`config.mk`:
```
export PLATFORM = sky130hd
export DESIGN_NAME = counter_sweep_reader
export DESIGN_NICKNAME = d
export VERILOG_FILES = /design/src/rtl/counter_sweep_reader_pkg.sv /design/src/rtl/counter_sweep_reader_seen.sv /design/src/rtl/counter_sweep_reader.sv
export SDC_FILE = /design/constraint.sdc
export NUM_CORES = 1
export LEC_CHECK = 0
export CAP_MARGIN = 25
export CORE_MARGIN = 3
export CORE_UTILIZATION = 31
export DETAILED_ROUTE_END_ITERATION = 10
export PLACE_DENSITY = 0.54
export SYNTH_ARGS = -nofsm -noshare
export SYNTH_HDL_FRONTEND = slang
export SYNTH_SLANG_ARGS = --single-unit
```
`constraint.sdc`:
```
create_clock -name clk -period 3.46 [get_ports clk]
set_input_delay 0.865 -clock clk [delete_from_list [all_inputs] [get_ports clk]]
set_output_delay 0.865 -clock clk [all_outputs]
set_load 0.005 [all_outputs]
```
`src/rtl/counter_sweep_reader_pkg.sv`:
```
// Shared defaults, FSM encoding and the counts_out slice-offset macro for counter_sweep_reader.
`ifndef COUNTER_SWEEP_READER_PKG_SV
`define COUNTER_SWEEP_READER_PKG_SV

// Bit offset of channel i inside a packed bus of w-bit counts.
`define CSR_SLICE(i, w) ((i) * (w))

package counter_sweep_reader_pkg;

   localparam int NUM_CH = 5;
   localparam int CNT_W  = 5;
   localparam int IDX_W  = 3;

   localparam logic [1:0] ST_IDLE = 2'd0;
   localparam logic [1:0] ST_WAIT = 2'd1;
   localparam logic [1:0] ST_CAP  = 2'd2;
   localparam logic [1:0] ST_DONE = 2'd3;

   typedef enum logic [1:0] {
      IDLE = ST_IDLE,
      WAIT = ST_WAIT,
      CAP  = ST_CAP,
      DONE = ST_DONE
   } state_e;

endpackage

`endif

```
`src/rtl/counter_sweep_reader_seen.sv`:
```
// pop_seen_flags: one sticky flag per channel, set by any pop and cleared only by reset.
module pop_seen_flags #(
   parameter int NUM_CH = counter_sweep_reader_pkg::NUM_CH
) (
   input  logic              clk,
   input  logic              reset,
   input  logic [NUM_CH-1:0] pop_in,
   output logic [NUM_CH-1:0] seen
);

   logic [NUM_CH-1:0] seen_q;

   // NOTE: sequential state uses non-blocking assignments so every flop samples pre-edge values.
   always_ff @(posedge clk or posedge reset) begin
      if (reset) seen_q <= '0;
      else       seen_q <= seen_q | pop_in;
   end

   assign seen = seen_q;

endmodule

```
`src/rtl/counter_sweep_reader.sv`:
```
// Sweeps the pop-counter block's idx select, captures every channel and publishes one snapshot.
// Define COUNTER_SWEEP_READER_DELTA_EN to report pops since the last completed sweep instead.
module counter_sweep_reader #(
   parameter int NUM_CH = counter_sweep_reader_pkg::NUM_CH,
   parameter int CNT_W  = counter_sweep_reader_pkg::CNT_W,
   parameter int IDX_W  = counter_sweep_reader_pkg::IDX_W
) (
   input  logic                    clk,
   input  logic                    reset,
   input  logic                    req,
   input  logic                    valid_in,
   input  logic [CNT_W-1:0]        data_in,
   input  logic [NUM_CH-1:0]       pop_in,
   output logic [IDX_W-1:0]        idx,
   output logic                    busy,
   output logic                    done,
   output logic [NUM_CH*CNT_W-1:0] counts_out
);

   import counter_sweep_reader_pkg::*;

   state_e                  state_q;
   logic [IDX_W-1:0]        ch_q;
   logic [IDX_W-1:0]        idx_q;
   logic                    busy_q;
   logic                    done_q;
   logic                    seen_snap_q;
   logic [CNT_W-1:0]        shadow_q [NUM_CH];
   logic [NUM_CH*CNT_W-1:0] counts_q;
   logic [NUM_CH-1:0]       seen;

   logic [CNT_W-1:0]        cap_val_d;
   logic [NUM_CH*CNT_W-1:0] snap_d;
   logic [NUM_CH*CNT_W-1:0] counts_d;

`ifdef COUNTER_SWEEP_READER_DELTA_EN
   logic [CNT_W-1:0]        prev_q [NUM_CH];
`endif

   pop_seen_flags #(.NUM_CH(NUM_CH)) u_seen (
      .clk    (clk),
      .reset  (reset),
      .pop_in (pop_in),
      .seen   (seen)
   );

   // Full snapshot as it will look once the capture in progress lands.
   // NOTE: every always_comb output gets a default first so no latch can be inferred.
   always_comb begin
      cap_val_d = seen_snap_q ? data_in : '0;
      snap_d    = '0;
      counts_d  = '0;
      for (int i = 0; i < NUM_CH; i++) begin
         snap_d[`CSR_SLICE(i, CNT_W) +: CNT_W] = (IDX_W'(i) == ch_q) ? cap_val_d : shadow_q[i];
`ifdef COUNTER_SWEEP_READER_DELTA_EN
         counts_d[`CSR_SLICE(i, CNT_W) +: CNT_W] =
            snap_d[`CSR_SLICE(i, CNT_W) +: CNT_W] - prev_q[i];
`else
         counts_d[`CSR_SLICE(i, CNT_W) +: CNT_W] = snap_d[`CSR_SLICE(i, CNT_W) +: CNT_W];
`endif
      end
   end

   always_ff @(posedge clk or posedge reset) begin
      if (reset) begin
         state_q     <= IDLE;
         ch_q        <= '0;
         idx_q       <= '0;
         busy_q      <= 1'b0;
         done_q      <= 1'b0;
         seen_snap_q <= 1'b0;
         counts_q    <= '0;
         // NOTE: the shadow array is small register state, so it is reset along with everything else.
         for (int i = 0; i < NUM_CH; i++) shadow_q[i] <= '0;
`ifdef COUNTER_SWEEP_READER_DELTA_EN
         for (int i = 0; i < NUM_CH; i++) prev_q[i] <= '0;
`endif
      end else begin
         case (state_q)
            IDLE: begin
               if (req && valid_in) begin
                  idx_q   <= '0;
                  ch_q    <= '0;
                  busy_q  <= 1'b1;
                  state_q <= WAIT;
               end
            end
            WAIT: begin
               if (!valid_in) begin
                  idx_q   <= '0;
                  busy_q  <= 1'b0;
                  state_q <= IDLE;
               end else begin
                  seen_snap_q <= seen[ch_q];
                  state_q     <= CAP;
               end
            end
            CAP: begin
               if (!valid_in) begin
                  idx_q   <= '0;
                  busy_q  <= 1'b0;
                  state_q <= IDLE;
               end else begin
                  shadow_q[ch_q] <= cap_val_d;
                  if (ch_q == IDX_W'(NUM_CH - 1)) begin
                     counts_q <= counts_d;
                     done_q   <= 1'b1;
                     state_q  <= DONE;
`ifdef COUNTER_SWEEP_READER_DELTA_EN
                     for (int i = 0; i < NUM_CH; i++)
                        prev_q[i] <= snap_d[`CSR_SLICE(i, CNT_W) +: CNT_W];
`endif
                  end else begin
                     ch_q    <= ch_q + 1'b1;
                     idx_q   <= ch_q + 1'b1;
                     state_q <= WAIT;
                  end
               end
            end
            DONE: begin
               done_q  <= 1'b0;
               idx_q   <= '0;
               busy_q  <= 1'b0;
               state_q <= IDLE;
            end
            default: state_q <= IDLE;
         endcase
      end
   end

   assign idx        = idx_q;
   assign busy       = busy_q;
   assign done       = done_q;
   assign counts_out = counts_q;

endmodule

```
==> results of run 1 <==
-- state kept, by name, summed over array words and instances, names as in the netlist --
register,flops
u_seen.seen,5
done,1
ch_q,3
seen_snap_q,1
idx,3
counts_out,25
state_q,2
busy,1
shadow_q,20
-- path summary, 6_finish.rpt --
check	startpoint	to	slack [ns]
worst min-delay path	u_seen.seen[0]	u_seen.seen[0]	0.46
worst max register to register	ch_q[0]	state_q[1]	1.40
worst min register to register	u_seen.seen[0]	u_seen.seen[0]	0.46
max in group asynchronous	reset	counts_out[16]	1.83
worst max-delay path	valid_in	state_q[1]	1.22
min in group asynchronous	reset	counts_out[0]	0.92
-- cells in the final DEF, fill, tap and decap left out, drive strengths merged, types with 2 or more instances in the layout --
master / instances
or2: 5
nor2: 3
o2bb2ai: 3
nand2: 68
mux2i: 6
buf: 4
and2: 6
clkbuf: 13
clkdlybuf4s50: 43
nand2b: 3
nand3: 2
inv: 9
o21ai: 7
nand4: 2
mux2: 22
a22o: 3
ha: 8
dfrtp: 61
a21oi: 2
-- worst register-to-register path: cells and delay by family (launching register included) --
family                     cells  cell delay, ns
AOI/OAI and AO/OA              1            0.19
DFF                            1            0.57
adders and majority gates      1            0.30
and+or+nand+nor                2            0.73
buffers and inverters          1            0.17
-- layout make-up --
type	instances	area share
sequential	61	0.448
multi-input combinational	153	0.305
clock buffer	13	0.0496
timing repair buffer	47	0.135
inverter	9	0.0114
clock inverter	3	0.0125
tap	105	0.0386
-- layer usage --
metal	up-vias	share of wire	global-route usage
li1	870	-	-
met1	846	0.48	0.157
met2	34	0.45	0.177
met3	9	0.044	0.0414
met4	0	0.024	0.0599
met5	-	0	0
-- power by group through the flow --
stage,clock (mW),combinational (mW),sequential (mW)
floorplan,0,0.391,0.899
global placement,0,0.460,0.930
detailed placement,0,0.463,0.934
CTS,0.681,0.468,0.920
global route,0.715,0.525,0.936
finish,0.658,0.461,0.920
-- through the flow --
stage	worst slack, ns	area [sq um]
2_1_floorplan	1.08	2720
3_3_place_gp	0.902	3200
3_5_place_dp	0.881	3200
4_1_cts	1.23	3410
5_1_grt	1.14	3410
6_report	1.22	3410
-- logic make-up after synthesis --
family,count (synthesis)
fa+ha+maj,8
buf+inv,24
simple gates,95
flops,61
mux,28
compound gates,22
==> out/metrics.cfg, run 1 <==
[pwr]
p_leak_nw = 1.57
p_int_mw = 1.45
p_sw_frac = 0.288
peakVddDrop_v = 0.000218
power.switching_mw = 0.586
power.density_nw_per_um2 = 598
power_mw = 2.04
pwr-share-seq = 0.451
p_comb_frac = 0.226
clock_power_share = 0.323

[routing]
drtAntennaViolNets = 0
viasPerCell = 4.50
routedWlPerCell_microns = 13.6
drt-initial-drc-count = 46
drc = 0
vias = 1759
drt_pass1_iterations = 4
wirelength_mm = 5.32

[floorplanning]
die_height_microns = 99.7
dieArea_sq_um = 9950
rows = 33
dieWidth_microns = 99.7
core_area_sq_um = 8380
initial_core_util = 0.325
ioPinCount = 44

[worst_setup_path]
path_buf_inv = 1
path_depth = 4
slowest_stage = clkdlybuf4s50_1
critical_path_class = primary input to flip-flop
crit_chain = clkdlybuf4s50_1 > and4_4 > or3_4 > a22o_1
cp_top_family = simple AND/OR/NAND/NOR gates
critical_path.max_stage_delay_ns = 0.60
worstPathMaxFanout = 22
endpoint_kind = flip-flop
ff2ff_path_depth = 5
critPathArrivalTime_ns = 2.47
startpoint_type = primary input
crit_required_ns = 3.69

[clock_tree]
clk_pin_slew_ns = 0.06
ctsRootBufferMaster = clkbuf_8
cts-buffers-inserted = 9
cts-resized-gates = 0
clockBufferDepth = 2
clock_sinks = 61
cts_setup_buffers = 0
tritoncts = yes
htreeDepth = 3
holdBufCountCts = 0
clock_latency_ns = 0.34

[logic_synthesis]
synth_cell_type_count = 39
synth_top_family_by_area = simple AND/OR/NAND/NOR gates
syn-num-nets = 260
synth_xor_area_frac = 0
synth_area_leaders = dfrtp_1 (56%), nand2_1 (9.2%), mux2_2 (9.1%)
synth_compound_area_frac = 0.0593
synthSimpleGateAreaFrac = 0.172
yosys_warnings = 0
synth_area_sq_um = 2720
yosysTopAreaCell = dfrtp_1
synth_edf_count = 0
synth-main-ff-cell = dfrtp_1
synth.ff_latch_count = 61
synth_mux_area_frac = 0.113
syn_area_per_cell_sq_um = 11.4
yosysMostFrequentCell = nand2_1
synthTopCellsByCount = nand2_1 (67), dfrtp_1 (61), mux2_2 (22)
synthCells = 238
synthArstFlopShare = 1.00
yosys.area_share.adder = 0.0367
ys_seq_area_frac = 0.560
synth_top_area_share = 0.560

[final_layout]
area_growth_pct = 25.1
nFillCells = 832
utilization = 0.406
regArea_sq_um = 1530
stdcell_count = 391
fin_nets = 303
antenna_cells = 0
multiInputGateArea_sq_um = 1040
drive_above_1_share = 0.203

[global_route]
grt_pass1_wl_mm = 9.14
grt_overflow = 0
grt_pass1_vias = 1850
antenna_found_initial = 0
track_usage = 0.120
grt_max_degree = 29

[placement]
place_congestion = 0.705
placedCellCount = 375
portBuffers = 43
place_hpwl_mm = 3.80

[timing]
period_minus_slack_ns = 2.24
hold_viol_final = 0
fin_hold_ws_ns = 0.460
setup_viol = 0
tightest_slew_ns = 0.591
tns_ns = 0
fin_skew_ns = 0.00726
max_freq_mhz = 446
rsz0062_at_grt = no
slew_headroom = 0.605
fin_crit_sh = 0.648
slew_violations = 0

[outcome]
status = complete, no violations

[worst_hold_path]
holdPathStages = 1
worstHoldPathType = flip-flop to flip-flop

[run]
drv_cap = 0

Power figures use the tool's default switching activity.
==> run 2, diff against run 1 <==
Clock period 3.46 ns to 2.25 ns, I/O delays scaled along.
==> run 2 against run 1 <==
  * Combinational power is 66% higher
  * Utilization is 1.1 points higher
  * Critical endpoint is now shadow_q[10]
  * Critical path type is now flip-flop to flip-flop
  * Die area stayed put
  * Sequential share of layout area is 1.2 points lower
  * Final cell count is 1.0% higher
  * Setup slack worse by 0.80 ns
  * Register-to-register slack worse by 0.99 ns
  * Clock power is 90% higher
  * Final area is 2.6% higher
  * Global-route usage is 0.14 points higher
==> out/metrics.cfg, run 2 (same netlist as run 1, synthesis figures left out) <==
[outcome]
status = complete, no violations  ; unchanged

[final_layout]
largest_register_ffs = 25  ; unchanged
drive_above_1_share = 0.214  ; was 0.203
nFillCells = 811  ; was 832
layout_commonest_cell = nand2_1  ; unchanged
fin_nets = 307  ; was 303
layout_common_cells = nand2_1 (67), dfrtp_1 (61), clkdlybuf4s50_1 (43)  ; unchanged
antenna_cells = 0  ; unchanged
area_growth_pct = 28.4  ; was 25.1%

[timing]
fin_crit_sh = 0.816
tightest_slew_ns = 0.456  ; was 0.591 ns
max_freq_mhz = 545
fin_skew_ns = 0.00978  ; was 0.00726 ns
slew_headroom = 0.696  ; was 0.605
period_minus_slack_ns = 1.84
hold_viol_final = 0  ; unchanged
worst_slack_ns = 0.414  ; was 1.22 ns
tns_ns = 0  ; unchanged
rsz0062_at_grt = no  ; unchanged
setup_viol = 0  ; unchanged
slew_violations = 0  ; unchanged

[routing]
drt-initial-drc-count = 63  ; was 46
drtAntennaViolNets = 0  ; unchanged
drc = 0  ; unchanged
viasPerCell = 4.49  ; was 4.50
wirelength_mm = 5.45  ; was 5.32 mm
routedWlPerCell_microns = 13.8  ; was 13.6 microns
vias = 1772  ; was 1759
drt_pass1_iterations = 4  ; unchanged

[global_route]
grt_pass1_wl_mm = 9.15  ; was 9.14 mm
grt_pass1_vias = 1786  ; was 1850
track_usage = 0.122  ; was 0.120
grt_overflow = 0  ; unchanged
grt_max_degree = 32  ; was 29
antenna_found_initial = 0  ; unchanged

[clock_tree]
clockBufferDepth = 2  ; unchanged
cts-resized-gates = 0  ; unchanged
clk_pin_slew_ns = 0.07  ; was 0.06 ns
htreeDepth = 3  ; unchanged
cts_setup_buffers = 0  ; unchanged
ctsRootBufferMaster = clkbuf_8  ; unchanged
cts-buffers-inserted = 9  ; unchanged
clock_sinks = 61  ; unchanged
clock_latency_ns = 0.34  ; about the same
holdBufCountCts = 0  ; unchanged
tritoncts = yes  ; unchanged

[worst_setup_path]
endpoint_kind = flip-flop  ; unchanged
critPathArrivalTime_ns = 2.06  ; was 2.47 ns
path_buf_inv = 1  ; unchanged
critical_path.max_stage_delay_ns = 0.40  ; was 0.60 ns
critical_path_class = flip-flop to flip-flop  ; was primary input to flip-flop
r2r_slack_ns = 0.41  ; was 1.40 ns
crit_chain = inv_1 > ha_1 > nand2_2 > nor3_4 > mux2_2  ; was clkdlybuf4s50_1 > and4_4 > or3_4 > a22o_1
startpoint_type = flip-flop  ; was primary input
worstPathMaxFanout = 9  ; was 22
crit_required_ns = 2.47  ; was 3.69 ns
cp_top_family = simple AND/OR/NAND/NOR gates  ; unchanged
slowest_stage = dfrtp_1  ; was clkdlybuf4s50_1

[run]
drv_cap = 0  ; unchanged

[placement]
place_hpwl_mm = 3.83  ; was 3.80 mm
place_congestion = 0.770  ; was 0.705
place_ws_ns = 0.0432  ; was 0.881 ns
portBuffers = 43  ; unchanged

[pwr]
peakVddDrop_v = 0.000350  ; was 0.000218 V
power_mw = 3.40  ; was 2.04 mW
power.density_nw_per_um2 = 974  ; was 598 nW/um^2
p_leak_nw = 1.62  ; was 1.57 nW

[floorplanning]
core_area_sq_um = 8380  ; unchanged
dieArea_sq_um = 9950  ; unchanged
dieWidth_microns = 99.7  ; unchanged
die_height_microns = 99.7  ; unchanged
ioPinCount = 44  ; unchanged
initial_core_util = 0.325  ; unchanged
rows = 33  ; unchanged

[worst_hold_path]
worstHoldPathType = flip-flop to flip-flop  ; unchanged

-- run 2: per-stage QoR --
stage / instances / instance area [sq um] / hold WS [ns] / utilization
final: 395 / 3500 / 0.460 / 0.417
after CTS: 395 / 3500 / 0.462 / 0.417
after global routing: 395 / 3500 / 0.469 / 0.417
after global placement: 379 / 3240 / 0.452 / 0.386
after detailed placement: 379 / 3240 / 0.448 / 0.386
after floorplan: 238 / 2720 / 0.433 / -
-- run 2: worst paths after layout --
kind,startpoint,endpoint,cells past startpoint
setup reg to reg,state_q[0],shadow_q[10],5
max in group asynchronous,reset,shadow_q[24],3
min in group asynchronous,reset,counts_out[4],2
hold / removal,shadow_q[17],counts_out[7],2
setup / recovery,state_q[0],shadow_q[10],5
hold reg to reg,shadow_q[17],counts_out[7],2
-- run 2: layer usage --
layer	vias to the layer above	part of all wire	wire length, microns	global-route usage
li1	884	-	-	-
met1	846	0.48	2620	0.156
met2	33	0.46	2520	0.188
met3	9	0.033	181	0.0337
met4	0	0.024	129	0.0630
met5	-	0	0	0
-- run 2: cell type report --
type | instances | area [sq um] | share of cell area
multi-input cells | 153 | 1040 | 0.297
well taps | 105 | 131 | 0.0376
repair buffers | 51 | 503 | 0.144
flip-flops and latches | 61 | 1530 | 0.436
inverters | 9 | 38.8 | 0.0111
clock inverters | 3 | 90.1 | 0.0258
clock buffers | 13 | 169 | 0.0483
-- run 2: power by group --
| group | internal, mW | switching, mW | total, mW |
|---|---|---|---|
| clock network | 0.828 | 0.423 | 1.25 |
| logic | 0.381 | 0.383 | 0.764 |
| registers | 1.28 | 0.114 | 1.39 |
-- run 2: worst reg2reg max path, stage by stage, from the launching register on --
cell,delay (ns)
dfrtp_1,0.40
inv_1,0.13
ha_1,0.40
nand2_2,0.14
nor3_4,0.30
mux2_2,0.37
